--- config.mk ---
export PLATFORM = sky130hd
export DESIGN_NAME = sram_ctr_ahb_fsm
export DESIGN_NICKNAME = d
export VERILOG_FILES = /design/src/rtl/sram_ctr_ahb_pkg.sv /design/src/rtl/sram_ctr_ahb_decode.sv /design/src/rtl/sram_ctr_ahb_fsm.sv
export SDC_FILE = /design/constraint.sdc
export NUM_CORES = 1
export LEC_CHECK = 0
export CORE_UTILIZATION = 32
export DETAILED_ROUTE_END_ITERATION = 8
export HOLD_SLACK_MARGIN = 0.02
export PLACE_DENSITY = 0.77
export SLEW_MARGIN = 20
export SYNTH_ARGS = -nofsm -noshare
export SYNTH_HDL_FRONTEND = slang
export SYNTH_SLANG_ARGS = --single-unit
--- constraint.sdc ---
create_clock -name hclk -period 1.65 [get_ports hclk]
set_input_delay 0.33 -clock hclk [delete_from_list [all_inputs] [get_ports hclk]]
set_output_delay 0.33 -clock hclk [all_outputs]
set_load 0.01 [all_outputs]
--- src/rtl/sram_ctr_ahb_pkg.sv ---
// Shared AHB-Lite encodings and FSM state type for the SRAM controller slice.
package sram_ctr_ahb_pkg;
  localparam int ADDR_W_DEF = 12;

  localparam logic [1:0] TRN_IDLE   = 2'b00;
  localparam logic [1:0] TRN_BUSY   = 2'b01;
  localparam logic [1:0] TRN_NONSEQ = 2'b10;
  localparam logic [1:0] TRN_SEQ    = 2'b11;

  localparam logic [2:0] BST_SINGLE = 3'b000;
  localparam logic [2:0] BST_INCR   = 3'b001;
  localparam logic [2:0] BST_WRAP4  = 3'b010;
  localparam logic [2:0] BST_INCR4  = 3'b011;
  localparam logic [2:0] BST_WRAP8  = 3'b100;
  localparam logic [2:0] BST_INCR8  = 3'b101;
  localparam logic [2:0] BST_WRAP16 = 3'b110;
  localparam logic [2:0] BST_INCR16 = 3'b111;

  localparam logic [2:0] SZ_BYTE = 3'b000;
  localparam logic [2:0] SZ_HALF = 3'b001;
  localparam logic [2:0] SZ_WORD = 3'b010;

  typedef enum logic [2:0] {
    S_IDLE, S_WRITE, S_RDWAIT, S_RDDONE, S_ERR1, S_ERR2
  } state_t;
endpackage

--- src/rtl/sram_ctr_ahb_decode.sv ---
// Combinational address-phase decode: accept, illegal and active-low byte lanes.
module sram_ctr_ahb_decode
  import sram_ctr_ahb_pkg::*;
#(
  parameter int ADDR_W = ADDR_W_DEF
) (
  input  logic        hsel,
  input  logic [1:0]  htrans,
  input  logic        hready_in,
  input  logic [2:0]  hsize,
  input  logic [31:0] haddr,
  output logic        accept,
  output logic        illegal,
  output logic [3:0]  lanes
);
  logic bad_size, misalign, out_rng;
  logic unused_addr;

  assign unused_addr = ^haddr[ADDR_W+1:2];

  assign accept   = hsel & hready_in & htrans[1];
  assign bad_size = hsize > SZ_WORD;
  assign misalign = ((hsize == SZ_HALF) && haddr[0]) ||
                    ((hsize == SZ_WORD) && (haddr[1:0] != 2'b00));
  assign out_rng  = |haddr[31:ADDR_W+2];
  assign illegal  = bad_size | misalign | out_rng;

  always_comb begin
    lanes = 4'hF;
    case (hsize)
      SZ_WORD: lanes = 4'b0000;
      SZ_HALF: lanes = haddr[1] ? 4'b0011 : 4'b1100;
      SZ_BYTE: lanes = ~(4'b0001 << haddr[1:0]);
      default: lanes = 4'hF;
    endcase
  end
endmodule

--- src/rtl/sram_ctr_ahb_fsm.sv ---
// Transfer sequencer for the AHB-Lite SRAM slave: SRAM strobes, wait states,
// two-cycle ERROR response and the address-register hold (error_check).
module sram_ctr_ahb_fsm
  import sram_ctr_ahb_pkg::*;
#(
  parameter int ADDR_W  = ADDR_W_DEF,
  parameter int RD_WAIT = 1
) (
  input  logic        hclk,
  input  logic        hreset,
  input  logic        hsel,
  input  logic [1:0]  htrans,
  input  logic        hwrite,
  input  logic [2:0]  hsize,
  input  logic [31:0] haddr,
  input  logic        hready_in,
  output logic        hreadyout,
  output logic        hresp,
  output logic        error_check,
  output logic        sram_cen,
  output logic [3:0]  sram_wen,
  output logic        sram_oen
);
  localparam logic [1:0] WAIT_INIT = 2'(RD_WAIT - 1);

  state_t     state, state_nxt;
  logic [1:0] cnt, cnt_nxt;
  logic       accept, illegal, decode_ok;
  logic [3:0] lanes;

  sram_ctr_ahb_decode #(.ADDR_W(ADDR_W)) u_decode (
    .hsel      (hsel),
    .htrans    (htrans),
    .hready_in (hready_in),
    .hsize     (hsize),
    .haddr     (haddr),
    .accept    (accept),
    .illegal   (illegal),
    .lanes     (lanes)
  );

  // States in which the slave is ready and the pipelined phase is decoded;
  // RDDONE belongs here so back-to-back reads advance the address register.
  assign decode_ok   = (state == S_IDLE) || (state == S_WRITE) || (state == S_RDDONE);
  assign error_check = ~accept | illegal | ~decode_ok;

  always_comb begin
    state_nxt = state;
    cnt_nxt   = cnt;
    case (state)
      S_IDLE, S_WRITE, S_RDDONE: begin
        state_nxt = S_IDLE;
        if (accept) begin
          if (illegal)     state_nxt = S_ERR1;
          else if (hwrite) state_nxt = S_WRITE;
          else begin
            state_nxt = S_RDWAIT;
            cnt_nxt   = WAIT_INIT;
          end
        end
      end
      S_RDWAIT: begin
        if (cnt == 2'd0) state_nxt = S_RDDONE;
        else             cnt_nxt   = cnt - 2'd1;
      end
      S_ERR1:  state_nxt = S_ERR2;
      S_ERR2:  state_nxt = S_IDLE;
      default: state_nxt = S_IDLE;
    endcase
  end

  // Outputs are registered from the next state so they are glitch-free
  // and line up with the data phase they belong to.
  always_ff @(posedge hclk or posedge hreset) begin
    if (hreset) begin
      state     <= S_IDLE;
      cnt       <= 2'd0;
      hreadyout <= 1'b1;
      hresp     <= 1'b0;
      sram_cen  <= 1'b1;
      sram_wen  <= 4'hF;
      sram_oen  <= 1'b1;
    end else begin
      state     <= state_nxt;
      cnt       <= cnt_nxt;
      hreadyout <= !((state_nxt == S_RDWAIT) || (state_nxt == S_ERR1));
      hresp     <= (state_nxt == S_ERR1) || (state_nxt == S_ERR2);
      sram_cen  <= !((state_nxt == S_WRITE) || (state_nxt == S_RDWAIT));
      sram_wen  <= (state_nxt == S_WRITE) ? lanes : 4'hF;
      sram_oen  <= !((state_nxt == S_RDWAIT) || (state_nxt == S_RDDONE));
    end
  end
endmodule
; Word-level counts from Yosys, hierarchy flattened
; Cells that the tools add are included.
[word_totals]
register_bits = 13
latch_bits = 0
ram_bits = 0
mem_bits_ro = 0
out_inout_bits = 9
elab_cells = 67
n_memories = 0
[classes]
add_sub_neg = 1
mul = 0
div_mod_pow = 0
order_cmp = 1
eq_ne = 15
n_shift = 1
mux = 13
bitwise = 9
n_reduce_logical = 20
[op_table]
columns = cell, count
row1 = OR reduction 18 bit, 1
row2 = equality test 3 x 2 -> 1 bit (second input constant), 5
row3 = one-hot mux 4 bit (3 select lines), 1
row4 = two-way mux 2 bit, 5
row5 = equality test 3 x 1 -> 1 bit (second input constant), 3
row6 = equality test 3 bit (second input constant), 3
row7 = two-way mux 3 bit, 3
row8 = one-hot mux 3 bit (3 select lines), 1
row9 = two-way mux 4 bit, 2
row10 = inequality test 2 bit (second input constant), 4
row11 = logical OR 1 bit, 7
row12 = logical NOT 3 bit, 2
row13 = AND reduction 5 bit, 1
row14 = NOT 4 bit, 1
row15 = bitwise OR 1 bit, 4
row16 = one-hot mux 2 bit (2 select lines), 1
row17 = nonzero test 2 bit, 2
row18 = << shifter 1 x 2 -> 4 bit (first input constant), 1
row19 = > comparator 3 x 2 -> 1 bit (second input constant), 1
row20 = logical NOT 1 bit, 3
row21 = OR reduction 3 bit, 1
row22 = AND 1 bit, 2
row23 = logical AND 1 bit, 2
row24 = logical NOT 2 bit, 1
row25 = 2 further kinds, 3

; Longest topological paths before layout
[depth]
word_depth = 11
ltp_mapped = 6
mapped_depth_nobuf = 6

; Cells and area by module
; Synthesis repeated with hierarchy kept, for this count alone.
[hier_totals]
hier_cells = 68
area_unflattened_um2 = 690.7
[by_module_without_submodules]
columns = module, n_inst, cells_per_inst, area_each_um2, seq_area_each_um2
row1 = sram_ctr_ahb_fsm, 1, 47, 569.3, 334.1
row2 = sram_ctr_ahb_decode, 1, 21, 121.4, 0.0

; Worst setup path after synthesis
; OpenSTA, ideal clock, no wires.
[synth_timing]
path_type = input port to output port
startpoint = input port hsize[2]
endpoint = output port error_check
arrival_time_ps = 1047
required_ps = 1320
slack_ps = 273
path_stages = 5
path_buffers = 0
path_cell_list = nor4_1 nand4_1 nor2_1 and2_1 inv_1
[synth_between]
elab_chain_cells = 7
[synth_lines]
columns = item, line_no
row1 = "start, declared", sram_ctr_ahb_fsm.sv:14  ; input logic [2:0] hsize,
row2 = branches (longest 3 deep; another with > comparator 3 x 2 -> 1 bit), n/a
row3 = bitwise OR 1 bit * (2 in a row), sram_ctr_ahb_decode.sv:26  ; assign illegal = bad_size | misalign | out_rng;
row4 = bitwise OR 1 bit * (2 in a row), sram_ctr_ahb_fsm.sv:45  ; assign error_check = ~accept | illegal | ~decode_ok;
row5 = "end, declared", sram_ctr_ahb_fsm.sv:19  ; output logic error_check,
; Every way passes the cells marked *.

; Worst setup path after layout
[layout_timing]
startpoint = input port haddr[16]
endpoint = output port error_check
[layout_between]
elab_chain_cells = 4
[layout_lines]
columns = item, line_no
row1 = "start, declared", sram_ctr_ahb_fsm.sv:15  ; input logic [31:0] haddr,
row2 = OR reduction 18 bit, sram_ctr_ahb_decode.sv:25  ; assign out_rng = |haddr[31:ADDR_W+2];
row3 = bitwise OR 1 bit, sram_ctr_ahb_decode.sv:26
row4 = bitwise OR 1 bit (2 in a row), sram_ctr_ahb_fsm.sv:45
; Every way passes these cells.

==> results by stage <==
Global routing:
- The number of global-route vias before repair is 712.
- For this run, the total global-route usage over all layers was measured as 17.9%.
- The remaining global-route overflow is 0.
- The wire length of the first global-routing pass is 2.78 mm.
- The largest net degree at the start of global routing is 14.
- The initial antenna violation count is 0.

Timing:
- The worst pin sits at a relative slew slack of 68.5%.
- The slew at the pin with the worst max-slew slack is 473 ps.
- The timing-limited maximum frequency is 0.613 GHz.
- The max-slew violation count is 0.
- The hold violation count in the final report is 0.
- Setup repair after global routing could not meet its margin everywhere.
- The shortest clock period the worst path allows after layout is 1630 ps.
- Between clock sinks in the finished design, the worst skew comes to 6.33 ps.
- The setup violation total in the final timing report is 0.
- Dividing the final minimum period by the clock period gives 98.8%.
- The worst hold slack is 366 ps.

Routing:
- The first-pass iteration count of the detailed router is 4.
- The routed layout has 682 vias.
- In this run, the number of DRC markers left after iteration 0 of detailed routing was 8.
- The highest layer used for signal routing is met3.
- In the final routed layout, each cell accounts on average for 11.6 µm.
- The final layout contains routed wiring with a total length of 1.68 mm.
- The met2 wire length is 961 µm.
- In the routed design, unresolved DRC markers number 0.
- The length of routed wiring on met1 is 632 µm.
- The mean number of vias per cell is 4.74.
- The detailed-routed wire length on met3 is 83 µm.
- The count of nets left with antenna violations once routing finished came out at 0.

Cells and area:
- The post-route core utilization is 59.8%.
- The multi-input logic area is 362 µm².
- For this run, the post-layout net count is 161.
- In the final layout, the share of cells above drive strength 1 is 40.2%.
- The post-synthesis to final-layout area growth is 76.8%.
- The count of non-filler cells in the finished layout is 144.
- In the layout the commonest cells are sky130_fd_sc_hd__dlygate4sd2_1 (12), sky130_fd_sc_hd__buf_4 (12), sky130_fd_sc_hd__buf_2 (11).
- The antenna cell count is 0.
- The sequential cells in the finished layout cover a total of 334 µm².
- Counting the fill cells in the layout gives 195.

Yosys:
- The synthesized netlist occupies a cell area of 663 µm².
- sky130_fd_sc_hd__dfstp_2 takes more of the synthesized area than any other cell.
- Counting every instance in the synthesized netlist gives 64.
- Sequential elements use 50.4% of the synthesized area.
- Summed over its instances, the top area cell type makes up 27.7% of the synthesized netlist area.
- The synthesized net count is 107.
- In this run, distinct cell masters in the synthesized netlist total 30.
- After synthesis the netlist holds a flip-flop and latch count of 13.
- For this run, the number of Yosys warnings is 0.
- In this run the mean area of a mapped cell was 10.4 µm².
- Sorting the synthesized cells by area gives the leading types as sky130_fd_sc_hd__dfstp_2 (28%), sky130_fd_sc_hd__dfrtp_1 (23%), sky130_fd_sc_hd__nand4bb_4 (4.2%).

Power and ir drop:
- The static leakage is 0.000504 µW.
- IR analysis of the VDD net gives a maximum drop of 459 µV.
- Of the total power, combinational logic draws 31.4%.
- The proportion of power drawn by flip-flops and latches is 44.7%.
- The share of total power dissipated in the clock network is 23.9%.
- Power spread over the standard cell area amounts to 698 nW/µm².
- Internal power comes to 579 µW.
- Of the total power, the share spent switching nets is 29.2%.
- The net switching power of the design is 239 µW.

Critical path:
- The top fanout value on the critical path is 2.
- The register-to-register setup slack is 150 ps.
- STA puts the critical path data required time at 1320 ps.
- The kind of end point of the critical path is a primary output.
- The critical path in this run is classified as input pin to primary output.
- The data arrival time of the critical path is 1300 ps.
- The sort of element at the start of the critical path is an input pin.

Clock network:
- Counting every sink on the clock net gives 13.
- The clock insertion delay at the later pin of the skew report is 270 ps.
- The cell sitting at the root of the clock tree is a sky130_fd_sc_hd__clkbuf_4.
- TritonCTS built the clock tree.
- The number of clock buffers added by TritonCTS is 3.
- The maximum buffer depth of the clock tree is 2.
- CTS built an H-tree with a depth of 1.
- Hold repair after CTS inserted 0 buffers.
- After clock tree synthesis, the clock-pin slew on the worst setup and hold paths is 80 ps.

Placement:
- After detailed placement, the design holds a cell count of 139.
- Summed over all nets, the half-perimeter wirelength after detailed placement is 1.34 mm.
- Port buffering added 37 buffers.
- The final RePlAce weighted congestion is 0.776.

Floorplanning:
- The count of pins on the block boundary is 51.
- Measured along the y axis, the die boundary spans 47.5 µm.
- The effective utilization at floorplan is 33.8%.
- The floorplan die width is 47.5 µm.
- The placement row count is 16.
- In this run the standard cell core region covers 1960 µm².
- The total die area is 2260 µm².

Worst hold path:
- The classification of the worst-slack hold path is input pin to async pin.

Job:
- Max-cap violations in this run came to 0.

Status:
- The run finished with clean final reports.
-- registers in the layout, summed over array words and instances, names as in the netlist --
name       cells
cnt            2
hreadyout      1
hresp          1
sram_cen       1
sram_oen       1
sram_wen       4
state          3
-- logic make-up after synthesis --
| kind of cell | count (synthesis) | synth area share, % |
|---|---|---|
| AO/OA/AOI/OAI | 15 | 15.7 |
| adder cells (fa/ha/maj) | 1 | 1.89 |
| flip-flops | 13 | 50.4 |
| buffers and inverters | 7 | 3.96 |
| AND/OR/NAND/NOR | 28 | 28.1 |
-- critical path, stage by stage --
cell and delay, ps:
sky130_fd_sc_hd__clkdlybuf4s15_1 170, sky130_fd_sc_hd__nor4_2 240, sky130_fd_sc_hd__nand3_1 130, sky130_fd_sc_hd__nor2_1 130, sky130_fd_sc_hd__and2_1 140, sky130_fd_sc_hd__inv_1 30, sky130_fd_sc_hd__buf_2 130
-- power by group through the flow --
stage	Sequential [µW]	Combinational, µW	Clock (µW)
after global routing	371	281	222
after CTS	366	247	204
after detailed placement	371	265	0
final	366	257	196
after global placement	369	254	0
after floorplan	389	86.6	0
-- synthesized netlist by cell type --
master / number
sky130_fd_sc_hd__nand4b_1: 1
sky130_fd_sc_hd__nor3b_1: 1
sky130_fd_sc_hd__a21oi_1: 2
sky130_fd_sc_hd__dfstp_2: 7
sky130_fd_sc_hd__nand4bb_4: 1
sky130_fd_sc_hd__nand2_1: 2
sky130_fd_sc_hd__a21oi_2: 1
sky130_fd_sc_hd__nand4bb_1: 1
sky130_fd_sc_hd__inv_1: 7
sky130_fd_sc_hd__and2_1: 1
sky130_fd_sc_hd__nand4_1: 1
sky130_fd_sc_hd__a21boi_0: 1
sky130_fd_sc_hd__ha_1: 1
sky130_fd_sc_hd__nor2b_1: 2
sky130_fd_sc_hd__nor4_1: 4
sky130_fd_sc_hd__nand2b_1: 1
sky130_fd_sc_hd__a21oi_4: 1
sky130_fd_sc_hd__nand3_1: 1
sky130_fd_sc_hd__o31ai_1: 1
sky130_fd_sc_hd__or2_1: 1
sky130_fd_sc_hd__o21bai_1: 2
sky130_fd_sc_hd__o21a_1: 1
sky130_fd_sc_hd__and3_2: 1
sky130_fd_sc_hd__dfrtp_1: 6
sky130_fd_sc_hd__nor3_1: 1
sky130_fd_sc_hd__nand3b_1: 2
sky130_fd_sc_hd__o21ai_1: 5
sky130_fd_sc_hd__o22ai_1: 1
sky130_fd_sc_hd__nor2_1: 6
sky130_fd_sc_hd__or3_1: 1
-- repair_timing --
action,CTS,global route
pin swaps,11,8
endpoints found under the setup margin,9,4
setup buffers,2,0
gates resized for setup,75,11
-- final cells by class --
cell class	instances	share of cell area, %
tap	27	2.88
multi-input combinational	44	30.8
timing repair buffer	49	33.3
inverter	7	2.24
sequential	13	28.5
clock buffer	4	2.24
-- through the flow --
stage | cell area, µm² | setup slack (ps) | setup TNS, ps | power [µW]
4_1_cts | 1140 | -2.07 | -2.07 | 817
3_3_place_gp | 1150 | -654 | -3470 | 623
6_report | 1170 | 19.7 | 0 | 818
3_5_place_dp | 1150 | -679 | -3740 | 636
5_1_grt | 1170 | -90.6 | -90.6 | 874
2_1_floorplan | 663 | 273 | 0 | 476
-- layer usage --
metal,up-vias,GRT usage [%]
met3,0,5.66
met2,24,35.3
met4,0,4.57
met1,324,17.9
met5,-,0
li1,334,-
-- path summary, 6_finish.rpt --
check / end / depth (start not counted) / from
worst min register to register: cnt[1] / 2 / cnt[1]
worst min-delay path: cnt[1] / 2 / hreset
worst max register to register: cnt[0] / 6 / state[1]
worst max-delay path: error_check / 7 / haddr[16]
min in group hclk: sram_wen[0] / 4 / haddr[1]
max in group asynchronous: sram_wen[0] / 2 / hreset
No activity file was read; power rests on OpenSTA's default activity.
